## config.mk

```make
export PLATFORM = sky130hd
export DESIGN_NAME = inst_fetch_unit
export DESIGN_NICKNAME = d
export VERILOG_FILES = /design/src/rtl/inst_fetch_unit.sv
export SDC_FILE = /design/constraint.sdc
export NUM_CORES = 1
export LEC_CHECK = 0
export BUFFER_PORTS_ARGS = -buffer_cell sky130_fd_sc_hd__buf_2
export CORE_MARGIN = 2
export CORE_UTILIZATION = 28
export CTS_BUF_LIST = sky130_fd_sc_hd__clkbuf_16
export DETAILED_ROUTE_END_ITERATION = 16
export HOLD_SLACK_MARGIN = 0.12
export SETUP_SLACK_MARGIN = 0.15
export SYNTH_ARGS = -nofsm -noshare
export SYNTH_HDL_FRONTEND = slang
export SYNTH_SLANG_ARGS = --single-unit
```

## constraint.sdc

```tcl
create_clock -name clk -period 5.4 [get_ports clk]
set_input_delay 0.81 -clock clk [delete_from_list [all_inputs] [get_ports clk]]
set_output_delay 0.81 -clock clk [all_outputs]
set_load 0.02 [all_outputs]
```

## src/rtl/inst_fetch_unit.sv

```systemverilog
// Instruction fetch stage: owns the PC, drives the combinational instruction
// memory, and loads the IF/ID register with the fetched word or a bubble.
module inst_fetch_unit #(
  parameter logic [31:0] RESET_PC = 32'h8000_0000,
  parameter logic [31:0] IRQ_PC   = 32'h8000_0004,
  parameter logic [31:0] EXC_PC   = 32'h8000_0008,
  parameter logic [31:0] NOP      = 32'h0000_0000
) (
  input  logic        clk,
  input  logic        reset,
  output logic [31:0] imem_addr,
  input  logic [31:0] imem_instr,
  input  logic        stall,
  input  logic        flush,
  input  logic        redirect_valid,
  input  logic [31:0] redirect_pc,
  input  logic        irq,
  input  logic        exc,
  output logic [31:0] pc,
  output logic [31:0] if_id_instr,
  output logic [31:0] if_id_pc_plus4,
  output logic        if_id_valid,
  output logic [31:0] epc
);

  logic [31:0] pc_q, pc_d;
  logic [31:0] epc_q, epc_d;
  logic [31:0] instr_q, instr_d;
  logic [31:0] pcPlus4_q, pcPlus4_d;
  logic        valid_q, valid_d;

  logic [31:0] seqPc;
  logic        irqTake;
  logic        bubble;

  // Sequential flow keeps the supervisor bit and wraps the low 31 bits.
  assign seqPc   = {pc_q[31], pc_q[30:0] + 31'd4};
  assign irqTake = irq & ~pc_q[31] & ~exc;
  assign bubble  = exc | irqTake | redirect_valid | flush;

  always_comb begin
    pc_d      = pc_q;
    epc_d     = epc_q;
    instr_d   = instr_q;
    pcPlus4_d = pcPlus4_q;
    valid_d   = valid_q;

    if (exc) begin
      pc_d  = EXC_PC;
      epc_d = pcPlus4_q;
    end else if (irqTake) begin
      pc_d  = IRQ_PC;
      epc_d = seqPc;
    end else if (redirect_valid) begin
      pc_d = redirect_pc;
    end else if (!stall) begin
      pc_d = seqPc;
    end

    // A redirect or trap wins over stall: ID has already consumed its word.
    if (bubble) begin
      instr_d   = NOP;
      pcPlus4_d = seqPc;
      valid_d   = 1'b0;
    end else if (!stall) begin
      instr_d   = imem_instr;
      pcPlus4_d = seqPc;
      valid_d   = 1'b1;
    end
  end

  always_ff @(posedge clk or posedge reset) begin
    if (reset) begin
      pc_q      <= RESET_PC;
      epc_q     <= 32'h0;
      instr_q   <= NOP;
      pcPlus4_q <= 32'h0;
      valid_q   <= 1'b0;
    end else begin
      pc_q      <= pc_d;
      epc_q     <= epc_d;
      instr_q   <= instr_d;
      pcPlus4_q <= pcPlus4_d;
      valid_q   <= valid_d;
    end
  end

  assign imem_addr      = pc_q;
  assign pc             = pc_q;
  assign epc            = epc_q;
  assign if_id_instr    = instr_q;
  assign if_id_pc_plus4 = pcPlus4_q;
  assign if_id_valid    = valid_q;

endmodule

```

Word-level counts from Yosys, hierarchy flattened
Cells that the tools add are included.
Widths: inputs -> output; s select.
{"block": "totals", "reg_bits": 129, "in_bits": 71, "out_inout_bits": 161, "word_cells": 30}
{"block": "op_classes", "n_addsub": 1, "n_eq_ne": 2, "muxes": 12, "bitwise": 7, "n_reduce_logical": 2}
{"operator": "$mux 32", "n": 9}
{"operator": "$add 31x3->31 const B", "n": 1}
{"operator": "$mux 31", "n": 1}
{"operator": "$ne 4x1->1 const B", "n": 1}
{"operator": "$or 1x1->1", "n": 3}
{"operator": "$reduce_bool 3->1", "n": 1}
{"operator": "$and 1x1->1", "n": 2}
{"operator": "$mux 1", "n": 2}
{"operator": "$ne 2x1->1 const B", "n": 1}
{"operator": "$not 1->1", "n": 2}
{"operator": "$reduce_bool 2->1", "n": 1}

Longest topological paths before layout
Gate-level depths: netlist of run 1.
{"block": "logic_depth", "word_depth": 7, "mapped_depth": 7, "mapped_depth_nobuf": 6}

Worst setup path before layout of run 1
No wires, ideal clock.
{"block": "synth_timing", "path_kind": "input to register", "start": "input port stall", "end": "register pc_q[20], in the netlist imem_addr[20]", "setup_ps": 82, "t_arrival_ps": 2165, "required_ps": 5318, "path_slack_ps": 3153, "stages": 6, "path_buffers": 2, "path_cell_list": "buf_4 -> nand2b_1 -> or4_1 -> clkbuf_1 -> or3_1 -> a31oi_1"}
{"block": "synth_via", "elab_chain_cells": 1}
{"element": "start, declared", "line": "13", "source": "input logic stall,"}
{"element": "$ne 4x1->1 (no source line)"}
{"element": "end signal, assigned", "line": "80", "source": "pc_q <= pc_d;"}
{"element": "end, declared", "line": "26", "source": "logic [31:0] pc_q, pc_d;"}
No other way between the ends.
A chain may end at the register's enable or synchronous reset.

Worst setup path after layout of run 1
{"block": "layout_timing", "start": "register pc_q[31], in the netlist imem_addr[31]", "end": "register valid_q, in the netlist if_id_valid"}
{"block": "layout_via", "elab_chain_cells": 7, "elab_cells_between_ends": 8, "cone_classes": "eq/ne: 1; mux: 1; bitwise: 6"}
{"element": "$not 1->1 *", "line": "38", "source": "assign irqTake = irq & ~pc_q[31] & ~exc;"}
{"element": "$and 1x1->1 * (2 in a row)", "line": "38"}
{"element": "$or 1x1->1 * (3 in a row)", "line": "39", "source": "assign bubble = exc | irqTake | redirect_valid | flush;"}
{"element": "$ne 2x1->1 (no source line) / $mux 1 (equally long branches)"}
{"element": "end signal, assigned", "line": "84", "source": "valid_q <= valid_d;"}
{"element": "end, declared", "line": "30", "source": "logic valid_q, valid_d;"}
Mark *: on every way between the ends. The rest lies on a longest branch, timed or not.

==> flow_summary.ini, run 1 <==
[grt]
grt_pass1_vias = 5440
antenna_found_initial = 1
grt_overflow_total = 0
grt.total_usage_pct = 16.76
grt_max_degree = 84
grt_pass1_wl_um = 31230

[sta]
period_share_pct = 57.97
fin_tns_setup_ps = 0
hold_viol_final = 0
setup_viol = 0
maxSlewViolCount = 0
slew_headroom_pct = 25.83
max_freq_mhz = 319.5
tightestPinTransition_ps = 1110
rsz0062_at_grt = no
fin_skew_ps = 7.676
fin_crit_ps = 3130

[synthesis]
syn-num-nets = 750
ys_ff_latch = 129
seq_area_frac_synth_pct = 49.95
yosysTopAreaCell = dfrtp_1
syn_area_um2 = 6465
synth_edf_count = 0
avgSynthCellArea_um2 = 9.535
syn_inst = 678
synth.top_cell.area_share_pct = 49.55
ys.flop_type = dfrtp_1
yosysWarnings = 0
ys_async_sr_fraction_pct = 100.0
yosys-top-cells-area = dfrtp_1, mux2i_1, nor2_1
yosysUniqueCellTypes = 45

[cells_and_area]
layout_common_cells = buf_2, dfrtp_1, nor2_1
drive_above_1_share_pct = 32.87
final_common_cell = buf_2
seq_area_um2 = 3229
n_fill_cell = 2331
multi_input_area_um2 = 2758
fin_nets = 923
area_growth_pct = 26.11

[routing]
wl_per_cell_um = 17.41
drt-initial-drc-count = 272
drcViolationCount = 0
vias = 5566
via_per_inst = 4.840
first_pass_iters = 4
wl_um = 20020
drtAntennaViolNets = 0

[power_and_ir_drop]
p_leak_nw = 4.030
p_per_area_nw_per_um2 = 329.8
total_power_mw = 2.689
vdd_drop_max_uv = 168.3

[hold_path]
whs_path_depth = 1
hp-class = reg2reg
min-delay-start = if_id_pc_plus4[5]
holdPathEnd = epc[5]

[cts]
numCtsBuffers = 17
clkTransAtPathRegs_ps = 60
cts_setup_buffers = 0
clock-sinks = 129
worstSkewPairLatency_ps = 420
cts_resized = 0
root_buffer = clkbuf_16
htreeDepth = 4
cts_tree = built
hold_buffers = 0
cts_buffer_depth = 2

[floorplanning]
initial_core_util_pct = 28.55
pin_count = 232
num_rows = 55
coreArea_um2 = 22640
dieArea_um2 = 24320
die_y_um = 156.0
die_x_um = 156.0

[setup_path]
r2r_start = imem_addr[31]
cp-start-kind = register
r2r_end = if_id_valid
path_max_fanout = 33
cp.required_ps = 5730
ff2ff_path_depth = 5
critPathKind = reg2reg
cp_data_arrival_time_ps = 3460
rrSetupSlack_ps = 2270
cp-end-kind = register

[job]
maxCapViolations = 0

[placement]
hpwl_um = 14120
port_buffers = 231
place_congestion = 0.7630

[status]
status = completed
==> flip-flops by register name (all words and copies together) (netlist names) <==
name / flops
epc: 32
if_id_instr: 32
if_id_pc_plus4: 32
imem_addr: 32
if_id_valid: 1
==> worst max-delay path: stages (launching register included) <==
cell and delay (ps):
dfstp_2 590, nor2b_2 50, buf_4 220, nor2_2 840, nand2_1 980, a21oi_1 340
==> worst max-delay path by stage <==
stage / cells past startpoint / startpoint / end
detailed placement: 6 / irq / if_id_valid
finish: 5 / imem_addr[31] / if_id_valid
floorplan: 1 / reset / epc[0]
CTS: 5 / imem_addr[31] / if_id_valid
global route: 5 / imem_addr[31] / if_id_instr[9]
global placement: 6 / irq / if_id_valid
==> area by class of cell <==
type	count	share of cell area (%)
Antenna cell	1	0.03069
Clock buffer	17	5.218
Inverter	6	0.3376
Timing Repair Buffer	238	14.83
Clock inverter	15	1.780
Sequential cell	129	39.61
Multi-Input combinational cell	459	33.82
Tap cell	285	4.374
==> cell families (layout without fill, tap and decap cells) <==
family                     count (synthesis)  after routing  synth area share (%)
AOI/OAI and AO/OA                        136            136                 12.21
DFF                                      129            129                 49.95
muxes                                     43             43                 6.735
and+or+nand+nor                          234            234                 17.26
other                                      0              1                     0
xor gates and xnor gates                  45             45                 6.096
buffers and inverters                     90            276                 7.548
adders and majority gates                  1              1                0.1935
==> through the flow <==
stage	cells	area (µm²)	setup WS (ps)	hold slack (ps)	utilization, %
floorplan	678	6465	1151	544.3	-
global placement	1117	7580	1798	492.9	33.48
detailed placement	1117	7580	1785	488.8	33.48
CTS	1149	8150	2205	505.2	36.00
global route	1149	8150	2004	532.0	36.00
finish	1150	8153	2270	503.3	36.01
==> cells in the mapped netlist (7+ instances only) <==
library cell	n
a211oi_1	7
a21o_1	8
a21oi_1	61
buf_1	7
buf_4	37
clkbuf_1	36
dfrtp_1	128
mux2i_1	39
nand2_1	56
nand4_1	9
nor2_1	99
nor3_1	20
nor4_1	14
o21ai_0	38
o221ai_1	11
xnor2_1	37
xor2_1	8
==> report_power, final <==
group          switching [mW]  internal (mW)
clock                   0.455          0.675
sequential             0.0799           1.04
combinational           0.284          0.156
==> layer usage <==
| layer | routed length [µm] | vias to the layer above | track usage, % |
|---|---|---|---|
| li1 | - | 2664 | - |
| met1 | 9395 | 2686 | 22.79 |
| met2 | 8899 | 194 | 25.24 |
| met3 | 1404 | 22 | 5.000 |
| met4 | 319 | 0 | 6.160 |
| met5 | 0 | - | 0 |
No activity file was read; power rests on OpenSTA's default activity.
==> inputs of run 2 (changes only) <==
- ABC_AREA: unset -> 1
- clock period: 5.4 -> 2.79 ns (I/O delays scaled with it)
==> run 2 against run 1 <==
Compared with the run above:
- design area rose by 2.8%
- largest cell class unchanged
- synthesized cell count grew 27%
- global-route usage grew 1.6 points
- critical path type unchanged
- register-to-register slack worse by 1600 ps
==> flow_summary.ini, run 2 <==
[grt]
grt_max_degree = 53
grt_pass1_vias = 6050
grt_overflow_total = 0
grt.total_usage_pct = 18.37
grt_pass1_wl_um = 34510
antenna_found_initial = 1

[routing]
wl_um = 21840
first_pass_iters = 5
wl_per_cell_um = 16.12
via_per_inst = 4.607
drt-initial-drc-count = 319
drtAntennaViolNets = 0
drcViolationCount = 0
vias = 6243

[synthesis]
ys.flop_type = dfrtp_1
yosysWarnings = 0
seq_area_frac_synth_pct = 49.70
synth_most_common_cell = nand2_1
synth-compound-area-share_pct = 5.758
syn_area_um2 = 6497
avgSynthCellArea_um2 = 7.529
yosysTopAreaCell = dfrtp_1
ys_ff_latch = 129
synth_xor_area_share_pct = 0.9436
synth-simple-area-share_pct = 33.76
ys_async_sr_fraction_pct = 100.0
synthAdderAreaFrac_pct = 0.1926
yosys-top-cells-area = dfrtp_1, nand2_1, nand3_1
yosysUniqueCellTypes = 30
synth_edf_count = 0
synth_top_family_by_area = simple AND/OR/NAND/NOR gates
muxShareOfSynthArea_pct = 0.1541
synthTopCellsByCount = nand2_1, dfrtp_1, nor2_1
synth.top_cell.area_share_pct = 49.30
syn_inst = 863
syn-num-nets = 935

[setup_path]
ff2ff_path_depth = 8
cp_data_arrival_time_ps = 2400
cp.required_ps = 3090
cp-end-kind = register
rrSetupSlack_ps = 690
cp-start-kind = register
endpoint = imem_addr[18]
r2r_start = imem_addr[2]
path_max_fanout = 7
r2r_end = imem_addr[18]
critPathKind = reg2reg
crit_path_start = imem_addr[2]

[cts]
worstSkewPairLatency_ps = 420
numCtsBuffers = 17
htreeDepth = 4
clkTransAtPathRegs_ps = 70
cts_tree = built
root_buffer = clkbuf_16
cts_buffer_depth = 2
cts_resized = 0
clock-sinks = 129

[sta]
fin_tns_setup_ps = 0
rsz0062_at_grt = no
fin_crit_ps = 2102
setup_viol = 0
slew_headroom_pct = 50.68
maxSlewViolCount = 0
fin_skew_ps = 17.00
period_share_pct = 75.33
hold_viol_final = 0
tightestPinTransition_ps = 739.0
max_freq_mhz = 475.8

[cells_and_area]
post-route-util_pct = 36.90
drive_above_1_share_pct = 27.10
diodes = 0
fin_nets = 1129
area_growth_pct = 28.98
layout_common_cells = nand2_1, buf_2, dfrtp_1
final_common_cell = nand2_1

[status]
status = completed

[floorplanning]
dieArea_um2 = 24440
initial_core_util_pct = 28.61
coreArea_um2 = 22710
pin_count = 232
die_x_um = 156.3
die_y_um = 156.3
num_rows = 55

[power_and_ir_drop]
p_per_area_nw_per_um2 = 672.3
p_leak_nw = 4.622
vdd_drop_max_uv = 355.1

[placement]
place_congestion = 0.8544
hpwl_um = 16030
port_buffers = 231

[job]
maxCapViolations = 0

[hold_path]
hp-class = in2reg
-- run 2: cell types whose count changed after synthesis, moves of 18 or more --
cell and delta:
clkbuf_1 -18, nor3_1 -20, nand3_1 +82, inv_1 +35, xnor2_1 -35, a21oi_1 -61, nand2_1 +301, mux2i_1 -38
-- run 2: power by group --
| group | switching [mW] | internal [mW] |
|---|---|---|
| combinational | 0.635 | 0.298 |
| clock | 0.916 | 1.60 |
| sequential | 0.161 | 2.03 |
-- run 2: final cells by class --
cell class,count,area (µm²)
Fill cell,2423,14330
Timing Repair Buffer,247,1316
Tap cell,285,356.6
Clock inverter,15,232.7
Inverter,44,168.9
Sequential cell,129,3229
Clock buffer,17,425.4
Multi-Input combinational cell,618,2651
-- run 2: cell families after synthesis --
group | count (synthesis)
DFF | 129
AOI/OAI and AO/OA | 62
muxes | 1
adders and majority gates | 1
xor gates and xnor gates | 7
buffers and inverters | 116
and+or+nand+nor | 547
-- run 2: layer usage --
metal | part of all wire (%) | global-route usage [%] | vias to the layer above
li1 | - | - | 3086
met1 | 45 | 24.03 | 2937
met2 | 47 | 30.06 | 203
met3 | 6.6 | 5.151 | 15
met4 | 0.80 | 4.543 | 2
met5 | 0.060 | 0 | -
-- run 2: worst max-delay path, cell delays in order (launching register included) --
cell     delay, ps
dfrtp_1        500
ha_1           260
nand2_1         90
nor2_2         190
nand2_1        230
o21ai_0        380
nand3_1        190
nand2_1         90
o21ai_0         70
-- run 2: through the flow --
stage | power [mW] | hold slack [ps] | setup WS [ps] | cell area [µm²] | instances
floorplan | 2.801 | 560.8 | 777.1 | 6501 | 863
global placement | 3.159 | 451.7 | 728.4 | 7712 | 1322
detailed placement | 3.170 | 457.0 | 713.9 | 7712 | 1322
CTS | 5.708 | 200.3 | 692.3 | 8381 | 1355
global route | 5.897 | 207.3 | 500.4 | 8381 | 1355
finish | 5.635 | 221.8 | 688.3 | 8381 | 1355
-- run 2: repair_timing --
item / 4_1_cts / 5_1_grt
hold buffers: 1 / 0
hold endpoints to repair: 12 / 0
setup buffers: 0 / 0
-- run 2: worst min path at each step --
stage                   startpoint               to  slack (ps)  cells after the start
finish              imem_instr[16]  if_id_instr[16]         220                      3
global route        imem_instr[16]  if_id_instr[16]         210                      3
CTS                 imem_instr[16]  if_id_instr[16]         200                      3
detailed placement  if_id_instr[2]   if_id_instr[2]         460                      2
global placement    if_id_instr[9]   if_id_instr[9]         450                      2
floorplan             imem_addr[0]     imem_addr[0]         560                      2
==> inputs of run 3 (changes only) <==
- clock period: 2.79 -> 1.7 ns (I/O delays scaled with it)
==> run 3 against run 2 <==
Compared with the run above:
- wire length grew 20%
- clock skew shrank 8.2 ps
- final cell count grew 9.4%
- first-iteration DRC count grew 48%
- worst hold slack lost 92 ps
- count of clock-buffer cells in the layout is the same
- largest cell class is now multi-input gates
==> flow_summary.ini, run 3 (synthesis gave the netlist of run 2 again) <==
[cts]
cts_buffer_depth = 2
worstSkewPairLatency_ps = 430
cts_tree = built
clock-sinks = 129
root_buffer = clkbuf_16
clkTransAtPathRegs_ps = 60
numCtsBuffers = 17
htreeDepth = 4

[setup_path]
critPathKind = reg2reg
path_cells = inv_4 > a21oi_4 > nand2_2 > nor2_4 > nand2_4 > buf_12 > buf_12 > nor2_4 > a31oi_2
cp.required_ps = 2000
path_max_fanout = 6
worst_path_largest_cell_delay_ps = 550
cp-start-kind = register
crit_buf_inv = 3
cp_slowest_cell = dfstp_2
cp_data_arrival_time_ps = 1970
rrSetupSlack_ps = 30
ff2ff_path_depth = 9
critical_path_depth = 9
cp-end-kind = register
crit_family = flip-flops

[floorplanning]
num_rows = 55
initial_core_util_pct = 28.61
pin_count = 232
dieArea_um2 = 24440
die_y_um = 156.3
coreArea_um2 = 22710
die_x_um = 156.3

[power_and_ir_drop]
p_per_area_nw_per_um2 = 886.8
p_leak_nw = 5.676
vdd_drop_max_uv = 702.5

[routing]
wl_um = 26180
drt-met1-wl_um = 11120
drcViolationCount = 0
wl_met3_um = 1975
wl_per_cell_um = 17.66
wl_met2_um = 12650
vias = 7029
drtAntennaViolNets = 0
drt-initial-drc-count = 473
via_per_inst = 4.740
top_layer_used = met4
first_pass_iters = 5

[hold_path]
whs_path_depth = 3
hp-class = in2reg

[sta]
fin_crit_ps = 1668
hold_viol_final = 0
slew_headroom_pct = 56.42
rsz0062_at_grt = yes
setup_viol = 0
tightestPinTransition_ps = 652.3
setup_ws_ps = 32.01
max_freq_mhz = 599.5
fin_skew_ps = 8.760
maxSlewViolCount = 0
period_share_pct = 98.12

[grt]
grt_pass1_wl_um = 38380
grt_overflow_total = 0
grt.total_usage_pct = 20.69
antenna_found_initial = 0
grt_pass1_vias = 6734
grt_max_degree = 43

[cells_and_area]
final_common_cell = nand2_1
seq_area_um2 = 3232
drive_above_1_share_pct = 44.41
layout_common_cells = nand2_1, buf_2, dfrtp_1
diodes = 0
finalInstanceArea_um2 = 10710
fin_nets = 1257
area_growth_pct = 64.89
n_fill_cell = 2134
multi_input_area_um2 = 3388

[job]
maxCapViolations = 0

[placement]
port_buffers = 231
post-place-ws_ps = -119.4
place_congestion = 0.8920
placed_area_um2 = 8220
hpwl_um = 17330

[status]
status = completed
==> run 3: changes by cell type in the layout (fill, tap and decap cells not counted), moves of 18 or more <==
cell           delta
nor2_4           +29
dlygate4sd3_1    +34
buf_4            +49
buf_12           +18
nand2_2          +68
o21ai_0          -18
nand2_1          -87
nor2_1           -35
==> run 3: worst min-delay path: stages <==
cell	delay (ps)
buf_2	70
nand3_1	100
nand2_1	90
==> run 3: worst paths after layout <==
kind | to | startpoint
min reg2reg | if_id_instr[24] | if_id_instr[24]
min | if_id_instr[31] | imem_instr[31]
max | if_id_pc_plus4[12] | imem_addr[31]
max in group asynchronous | imem_addr[17] | reset
max reg2reg | if_id_pc_plus4[12] | imem_addr[31]
min in group asynchronous | epc[9] | reset
==> run 3: area by class of cell <==
type | count | share of cell area, %
flip-flops and latches | 129 | 30.16
clock inverters | 15 | 1.612
well taps | 285 | 3.328
repair buffers | 375 | 27.63
multi-input cells | 618 | 31.62
clock buffers | 17 | 3.971
inverters | 44 | 1.670
==> run 3: per-stage QoR <==
| step | utilization, % | TNS [ps] | cells | power [mW] | hold WS (ps) |
|---|---|---|---|---|---|
| CTS | 43.25 | -66.50 | 1461 | 9.360 | 130.8 |
| finish | 47.18 | 0 | 1483 | 9.501 | 130.2 |
| global route | 47.18 | -1318 | 1483 | 9.917 | 155.0 |
| floorplan | - | -19170 | 863 | 4.599 | 399.6 |
| global placement | 36.20 | -1106 | 1373 | 5.346 | 382.2 |
| detailed placement | 36.20 | -2204 | 1373 | 5.363 | 376.4 |
==> run 3: where the power goes <==
group | switching, mW | total (mW) | internal (mW)
clock | 1.59 | 3.79 | 2.20
sequential | 0.234 | 3.56 | 3.33
combinational | 1.30 | 2.15 | 0.853
==> run 3: what timing repair did <==
action	in CTS	in global routing
cloned	8	6
setup buffers	13	16
hold buffers	35	0
endpoints found under the setup margin	106	119
pin swaps	22	49
hold endpoints to repair	50	0
resized for setup	98	175
==> run 3: routing by layer <==
metal  up-vias  GRT usage [%]
met5         -              0
met4         0          4.762
met1      3362          26.54
met3        31          5.954
li1       3337              -
met2       299          34.57
